[src/rtl/demux_rr_scheduler_pkg.sv]
// Shared constants and FSM encoding for the round-robin demux scheduler.
`ifndef DEMUX_RR_SCHEDULER_PKG_SV
`define DEMUX_RR_SCHEDULER_PKG_SV

package demux_rr_scheduler_pkg;

    localparam int unsigned NUM_DEST          = 16;
    localparam int unsigned KEY_W             = 4;
    localparam int unsigned DEFAULT_BURST_LEN = 4;

    typedef enum logic [1:0] {
        ST_IDLE = 2'd0,
        ST_ARB  = 2'd1,
        ST_XFER = 2'd2
    } state_e;

endpackage

`endif

[src/rtl/demux_rr_scheduler_pick.sv]
// Combinational round-robin pick: first set request at or after ptr, wrapping mod 16.
module rr_priority_pick_16
    import demux_rr_scheduler_pkg::*;
(
    input  logic [NUM_DEST-1:0] req,
    input  logic [KEY_W-1:0]    ptr,
    output logic [KEY_W-1:0]    winner,
    output logic                found
);

    logic [NUM_DEST-1:0] rot;
    logic [KEY_W-1:0]    enc;

    // Rotate so that bit 0 corresponds to the destination at ptr.
    always_comb begin
        rot = '0;
        for (int i = 0; i < NUM_DEST; i++) begin
            rot[i] = req[KEY_W'(i) + ptr];
        end
    end

    // Lowest set bit of the rotated vector wins.
    always_comb begin
        enc   = '0;
        found = 1'b0;
        for (int i = NUM_DEST - 1; i >= 0; i--) begin
            if (rot[i]) begin
                enc   = KEY_W'(i);
                found = 1'b1;
            end
        end
    end

    assign winner = enc + ptr;

endmodule

[src/rtl/demux_rr_scheduler.sv]
// Round-robin burst scheduler driving a 16-way 1-bit demux key/enable from one serial source.
module demux_rr_scheduler
    import demux_rr_scheduler_pkg::*;
#(
    parameter int unsigned BURST_LEN = DEFAULT_BURST_LEN,
    parameter int unsigned CNT_W     = 5
) (
    input  logic        clock,
    input  logic        reset,
    input  logic [15:0] req,
    input  logic        src_valid,
    output logic        src_ready,
    output logic [3:0]  key,
    output logic        enable,
    output logic [15:0] grant,
    output logic        busy
);

    state_e           state;
    logic [KEY_W-1:0] ptr;
    logic [CNT_W-1:0] cnt;
    logic [KEY_W-1:0] winner;
    logic             found;
    logic             beat;
    logic             last_beat;
    logic             burst_end;

    rr_priority_pick_16 u_pick (
        .req    (req),
        .ptr    (ptr),
        .winner (winner),
        .found  (found)
    );

    // A beat moves only when the held destination still wants data and the source has it.
    assign beat      = (state == ST_XFER) && src_valid && req[key];
    assign last_beat = beat && (cnt == CNT_W'(BURST_LEN - 1));
    assign burst_end = (state == ST_XFER) && (!req[key] || last_beat);

    assign src_ready = beat;
    assign enable    = beat;
    assign busy      = (state != ST_IDLE);

    always_ff @(posedge clock or posedge reset) begin
        if (reset) begin
            state <= ST_IDLE;
            ptr   <= '0;
            key   <= '0;
            grant <= '0;
            cnt   <= '0;
        end else begin
            case (state)
                ST_IDLE: begin
                    if (|req) state <= ST_ARB;
                end
                ST_ARB: begin
                    if (found) begin
                        key   <= winner;
                        grant <= NUM_DEST'(1) << winner;
                        cnt   <= '0;
                        state <= ST_XFER;
                    end else begin
                        grant <= '0;
                        state <= ST_IDLE;
                    end
                end
                ST_XFER: begin
                    // Served destination drops to lowest priority for the next pick.
                    if (burst_end) begin
                        ptr   <= key + KEY_W'(1);
                        grant <= '0;
                        cnt   <= '0;
                        state <= (|req) ? ST_ARB : ST_IDLE;
                    end else if (beat) begin
                        cnt <= cnt + CNT_W'(1);
                    end
                end
                default: begin
                    state <= ST_IDLE;
                    grant <= '0;
                    cnt   <= '0;
                end
            endcase
        end
    end

endmodule
[config.mk]
export PLATFORM = sky130hd
export DESIGN_NAME = demux_rr_scheduler
export DESIGN_NICKNAME = d
export VERILOG_FILES = /design/src/rtl/demux_rr_scheduler_pkg.sv /design/src/rtl/demux_rr_scheduler_pick.sv /design/src/rtl/demux_rr_scheduler.sv
export SDC_FILE = /design/constraint.sdc
export NUM_CORES = 1
export LEC_CHECK = 0
export CORE_UTILIZATION = 50
export DETAILED_ROUTE_END_ITERATION = 16
export GPL_TIMING_DRIVEN = 0
export PLACE_DENSITY = 0.74
export SLEW_MARGIN = 40
export SYNTH_ARGS = -nofsm -noshare
export SYNTH_HDL_FRONTEND = slang
export SYNTH_SLANG_ARGS = --single-unit
[constraint.sdc]
create_clock -name clock -period 13.45 [get_ports clock]
set_input_delay 4.035 -clock clock [delete_from_list [all_inputs] [get_ports clock]]
set_output_delay 4.035 -clock clock [all_outputs]
set_load 0.03 [all_outputs]
==> results.md, run 1 <==
* WL/cell at 18.1 µm
* Synth Instances at 259
* Cell variety after synth at 53
* Reg2Reg Capture Point: grant[0]$_DFFE_PP0P_
* PortBufs at 41
* DIE AREA at 6440 µm²
* Layout Nets at 339
* Async SR Flop Fraction at 100%
* Final setup viols at 0
* Worst Setup EP: src_ready
* 1st-iter DRT viols at 166
* Max cap viols at 0
* Post-synthesis sequential area ratio at 25.4%
* Reg2Reg Depth at 14
* Syn nets at 291
* Placement Rows at 28
* Slowest CP cell: clkdlybuf4s50_1
* WP data arrival at 6.87 ns
* Initial antenna violation count at 0
* Hold Buf Count CTS at 0
* CP peak stage delay at 0.58 ns
* Largest net degree at the start of global routing at 32
* Via/cell ratio at 6.25
* Clock Latency Late Sink at 0.28 ns
* Pre-Repair DR Iteration Count at 11
* Fillcell total at 482
* Max-slew violation count at 0
* Clock Tree Root: clkbuf_8
* Worst Hold Class: flip-flop to flip-flop
* Core area at 5920 µm²
* RSZ-0062 raised after global routing: false
* Initial Utilization at 51.7%
* DIE WIDTH at 80.2 µm
* Fin. Hold Viols at 0
* Cell Chain, Critical Path: clkdlybuf4s50_1, mux4_2, mux4_2, and2_1, clkbuf_1, and3b_1, buf_4, clkdlybuf4s50_1
* WP depth at 8
* Worst r2r src: ptr[1]$_DFFE_PP0P_
* DR vias at 2388
* Crit Path Class: input port to primary output
* Critical Path Start: req[9]
* IO Pins at 42
* First-pass GRT wire length at 11900 µm
* DIE HEIGHT at 80.2 µm
* Register bit total from synthesis at 31
* Total track usage at 23.9%
* Register area at 776 µm²
* Layout cell share with drive strength beyond 1 at 15.0%
* Most frequent cells in the layout: clkdlybuf4s50_1, dfrtp_1, nand2_1
* Min Clock Period, post-route at 10.90 ns
* Depth of the CTS H-tree at 2
* Synth-to-Final Area Change at 19.5%
* Clock Skew at 0.00425 ns
* CTS max path bufs at 2
* Worst Path Required at 9.41 ns
* Worst setup EP type: primary output
* Bufs and invs on worst path at 4
* Setup tns final at 0 ns
* Worst-path maximum fanout at 7
* Most common cell after layout, fill and taps aside: clkdlybuf4s50_1
* Fmax at 0.0917 GHz
* Multi-input gate area in the final layout at 2130 µm²
* Cts bufs inserted at 5
* Final ANT Viol Nets at 0
* Final HPWL DP at 5320 µm
* Delay-heaviest family, CP: buffers and inverters
* Number of global-route vias before repair at 2358
* Post-Syn Area at 3060 µm²
* Failing checks: design-rule violations
* # clock sinks at 31
* Post-CTS setup buffers at 0
* Final wirelength at 6900 µm
* Outcome: finished with violations
* Post-synth EDFFs at 0
* Antenna diodes at 0
* Reg-to-reg slack, setup at 8.55 ns
* Slew @ Worst Pin at 0.657 ns
* Fin crit share at 81.1%
* Number of remaining DRC errors at 1
* Post_cts resized at 0
* CTS tree: built
* Critical path startpoint category: input port
* YS warnings at 0
* Mapped Avg Cell Area at 11.8 µm²
* Clk slew on worst S/H paths at 0.06 ns
* Ys flop type: dfrtp_1
* Max-slew headroom at 56.1%
* GP Congestion at 0.843
* Grt ovf at 0
## metrics by stage
stage | hold slack (ns) | instance area, µm² | util (%) | instances | worst slack (ns)
2_1_floorplan | 0.499 | 3060 | - | 259 | 3.68
5_1_grt | 0.513 | 3660 | 61.7 | 382 | 2.49
3_5_place_dp | 0.481 | 3560 | 60.2 | 375 | 2.55
4_1_cts | 0.489 | 3650 | 61.7 | 382 | 2.55
6_report | 0.486 | 3660 | 61.7 | 382 | 2.55
3_3_place_gp | 0.473 | 3560 | 60.2 | 375 | 2.61
## per-layer routing
metal,GRT usage [%],part of all wire [%]
met1,34.1,47
met2,39.6,51
met3,3.75,2.0
met4,3.21,0.23
met5,0,0
## worst min-delay path: cells and delay by family (launching register included)
kind / cells / cell delay [ns]
compound gates: 1 / 0.06
flops: 1 / 0.34
simple gates: 1 / 0.05
## final cells by class
class	count	area share, %
Multi-Input combinational cell	203	58.4
Timing Repair Buffer	41	11.2
Sequential cell	31	21.2
Clock inverter	1	0.137
Inverter	11	1.13
Clock buffer	6	2.26
Tap cell	75	2.57
Buffer	14	3.11
## synthesized netlist by cell type, types with 4 or more instances
master / count / area, µm²
dfrtp_1: 31 / 776
nand2_1: 26 / 97.6
mux4_1: 22 / 578
o21ai_1: 16 / 80.1
nor2_1: 15 / 56.3
mux4_2: 14 / 315
ha_1: 12 / 150
a21oi_1: 11 / 55.1
inv_1: 11 / 41.3
mux2i_1: 10 / 100
xnor2_1: 7 / 61.3
xor2_1: 6 / 52.6
buf_6: 5 / 56.3
clkbuf_1: 5 / 18.8
nand3_1: 5 / 25.0
nand4_1: 5 / 31.3
nand3b_1: 4 / 30.0
## how the worst min path moves through the flow
stage                               start                     to  slack [ns]  cells past startpoint
floorplan              cnt[1]$_DFFE_PP0P_     cnt[1]$_DFFE_PP0P_        0.50                      1
global placement    grant[15]$_DFFE_PP0P_  grant[15]$_DFFE_PP0P_        0.47                      2
detailed placement  grant[12]$_DFFE_PP0P_  grant[12]$_DFFE_PP0P_        0.48                      2
CTS                  grant[9]$_DFFE_PP0P_   grant[9]$_DFFE_PP0P_        0.49                      2
global route        grant[14]$_DFFE_PP0P_  grant[14]$_DFFE_PP0P_        0.51                      2
finish               grant[9]$_DFFE_PP0P_   grant[9]$_DFFE_PP0P_        0.49                      2
## kinds of logic after synthesis
family / share of synthesized area [%]
buffers and inverters: 5.07
flip-flops: 25.4
AO/OA/AOI/OAI: 11.2
XOR/XNOR: 5.32
adder cells (fa/ha/maj): 5.56
AND/OR/NAND/NOR: 13.1
multiplexers: 34.4
## state kept, by name (all words and copies together), names as in the netlist
name,count
grant,16
state,2
cnt,5
ptr,4
key,4
Power of run 1 is not shown: default switching activity piles up to over one toggle a cycle in this logic, so the estimate is an artifact.
==> run 2: changes to the inputs <==
PLACE_DENSITY = 0.77   (was 0.74)
clock period = 9.9 ns   (was 13.45 ns; I/O delays follow)
==> run 2 against run 1 <==
Critical endpoint unchanged. Register-to-register slack worse by 3.6 ns. Flip-flop and latch count unchanged. Count of clock-buffer cells in the layout shrank 1. Via count up 0.29%. The flow now finishes without violations. Non-clock buffer count did not move.
==> results.md, run 2 (synthesis results as in run 1) <==
* Max-slew headroom at 57.1% (was 56.1%)
* Final HPWL DP at 5230 µm (was 5320 µm)
* Total track usage at 23.4% (was 23.9%)
* Placement Rows at 28 (unchanged)
* Fin crit share at 88.1%
* Grt ovf at 0 (unchanged)
* Most common cell after layout, fill and taps aside: clkdlybuf4s50_1 (unchanged)
* RSZ-0062 raised after global routing: false (unchanged)
* Number of remaining DRC errors at 0 (was 1)
* Largest regs: grant x16, cnt x5 (unchanged)
* Clock Latency Late Sink at 0.28 ns (about the same)
* CTS max path bufs at 2 (unchanged)
* Max reg flops at 16 (unchanged)
* Worst Path Required at 6.93 ns (was 9.41 ns)
* Fin. Hold Viols at 0 (unchanged)
* DIE HEIGHT at 80.2 µm (unchanged)
* GR peak layer: met2 (unchanged)
* Clock Tree Root: clkbuf_8 (unchanged)
* WP data arrival at 5.75 ns (was 6.87 ns)
* 1st-iter DRT viols at 127 (was 166)
* DIE WIDTH at 80.2 µm (unchanged)
* Final ANT Viol Nets at 0 (unchanged)
* Layout cell share with drive strength beyond 1 at 15.3% (was 15.0%)
* Via/cell ratio at 6.25 (about the same)
* Number of global-route vias before repair at 2287 (was 2358)
* Delay-heaviest family, CP: buffers and inverters (unchanged)
* Bufs and invs on worst path at 4 (unchanged)
* DR vias at 2395 (was 2388)
* Post-CTS setup buffers at 0 (unchanged)
* Initial Utilization at 51.7% (unchanged)
* Clk slew on worst S/H paths at 0.07 ns (was 0.06 ns)
* # clock sinks at 31 (unchanged)
* Outcome: complete, no violations (was finished with violations)
* CP peak stage delay at 0.57 ns (was 0.58 ns)
* Antenna diodes at 0 (unchanged)
* GR met2 Demand/Resource at 38.5% (was 39.6%)
* Final setup viols at 0 (unchanged)
* Synth-to-Final Area Change at 20.3% (was 19.5%)
* Initial antenna violation count at 0 (unchanged)
* Worst-path maximum fanout at 7 (unchanged)
* Cell Chain, Critical Path: clkdlybuf4s50_1, mux4_2, mux4_2, and2_1, clkbuf_1, and3b_1, buf_4, clkdlybuf4s50_1 (unchanged)
* DIE AREA at 6440 µm² (unchanged)
* GR Util met1 at 33.7% (was 34.1%)
* Final wirelength at 6880 µm (was 6900 µm)
* Cts bufs inserted at 5 (unchanged)
* Max cap viols at 0 (unchanged)
* Worst setup EP type: primary output (unchanged)
* IO Pins at 42 (unchanged)
* CTS tree: built (unchanged)
* Largest net degree at the start of global routing at 32 (unchanged)
* WL/cell at 18.0 µm (was 18.1 µm)
* GP Congestion at 0.829 (was 0.843)
* Core area at 5920 µm² (unchanged)
* Depth of the CTS H-tree at 2 (unchanged)
* First-pass GRT wire length at 11500 µm (was 11900 µm)
* Fillcell total at 469 (was 482)
* Post_cts resized at 0 (unchanged)
* Top reg by flops: grant (unchanged)
* Layout Nets at 339 (unchanged)
* Hold Buf Count CTS at 0 (unchanged)
* Slew @ Worst Pin at 0.642 ns (was 0.657 ns)
* Max-slew violation count at 0 (unchanged)
* Crit Path Class: input port to primary output (unchanged)
* Slowest CP cell: clkdlybuf4s50_1 (unchanged)
* Worst Hold Class: flip-flop to flip-flop (unchanged)
* Most frequent cells in the layout: clkdlybuf4s50_1, dfrtp_1, nand2_1 (unchanged)
* Pre-Repair DR Iteration Count at 8 (was 11)
* Critical path startpoint category: input port (unchanged)
* Multi-input gate area in the final layout at 2130 µm² (unchanged)
* Fmax at 0.115 GHz
* PortBufs at 41 (unchanged)
* Setup tns final at 0 ns (unchanged)
* GR Util met3 at 3.75% (unchanged)
* Clock Skew at 0.00527 ns (was 0.00425 ns)
* Register area at 776 µm² (unchanged)
* Min Clock Period, post-route at 8.72 ns
==> run 2: changes by cell type in the layout (fill, tap and decap cells not counted), sizes merged <==
cell,delta
bufinv,+1
clkbuf,-1
clkinv,+1
==> run 2: final timing paths <==
check / startpoint / endpoint / slack [ns] / depth (start not counted)
max: req[10] / src_ready / 1.18 / 8
min: grant[4]$_DFFE_PP0P_ / grant[4]$_DFFE_PP0P_ / 0.49 / 2
max reg2reg: ptr[1]$_DFFE_PP0P_ / grant[1]$_DFFE_PP0P_ / 4.99 / 13
min reg2reg: grant[4]$_DFFE_PP0P_ / grant[4]$_DFFE_PP0P_ / 0.49 / 2
max in group asynchronous: reset / cnt[2]$_DFFE_PP0P_ / 6.39 / 2
min in group asynchronous: reset / grant[0]$_DFFE_PP0P_ / 3.09 / 2
==> run 2: layout make-up <==
cell class / instances / share of cell area, %
tap: 75 / 2.55
clock buffer: 5 / 1.87
timing repair buffer: 41 / 11.1
multi-input combinational: 203 / 58.0
inverter: 11 / 1.12
buffer: 14 / 3.09
sequential: 31 / 21.1
clock inverter: 3 / 1.19
==> run 2: tightest hold or removal path: cells and delay by family (launching register included) <==
kind             cells  cell delay, ns
AO/OA/AOI/OAI        1            0.06
AND/OR/NAND/NOR      1            0.05
flip-flops           1            0.35
==> run 2: layer usage <==
metal  vias up  share of wire, %
met5         -                 0
met4         0              0.51
met3         4               3.7
met2        48                49
met1      1230                46
li1       1113                 -
==> run 2: per-stage QoR <==
stage / area, µm² / util (%) / worst slack (ns) / hold WS, ns / std cells
after floorplan: 3060 / - / 2.26 / 0.499 / 259
after global placement: 3560 / 60.2 / 1.22 / 0.475 / 375
after detailed placement: 3560 / 60.2 / 1.19 / 0.475 / 375
after CTS: 3680 / 62.1 / 1.19 / 0.491 / 383
after global routing: 3680 / 62.2 / 1.11 / 0.524 / 383
final: 3680 / 62.2 / 1.18 / 0.488 / 383
Power of run 2 is left out for the same reason.
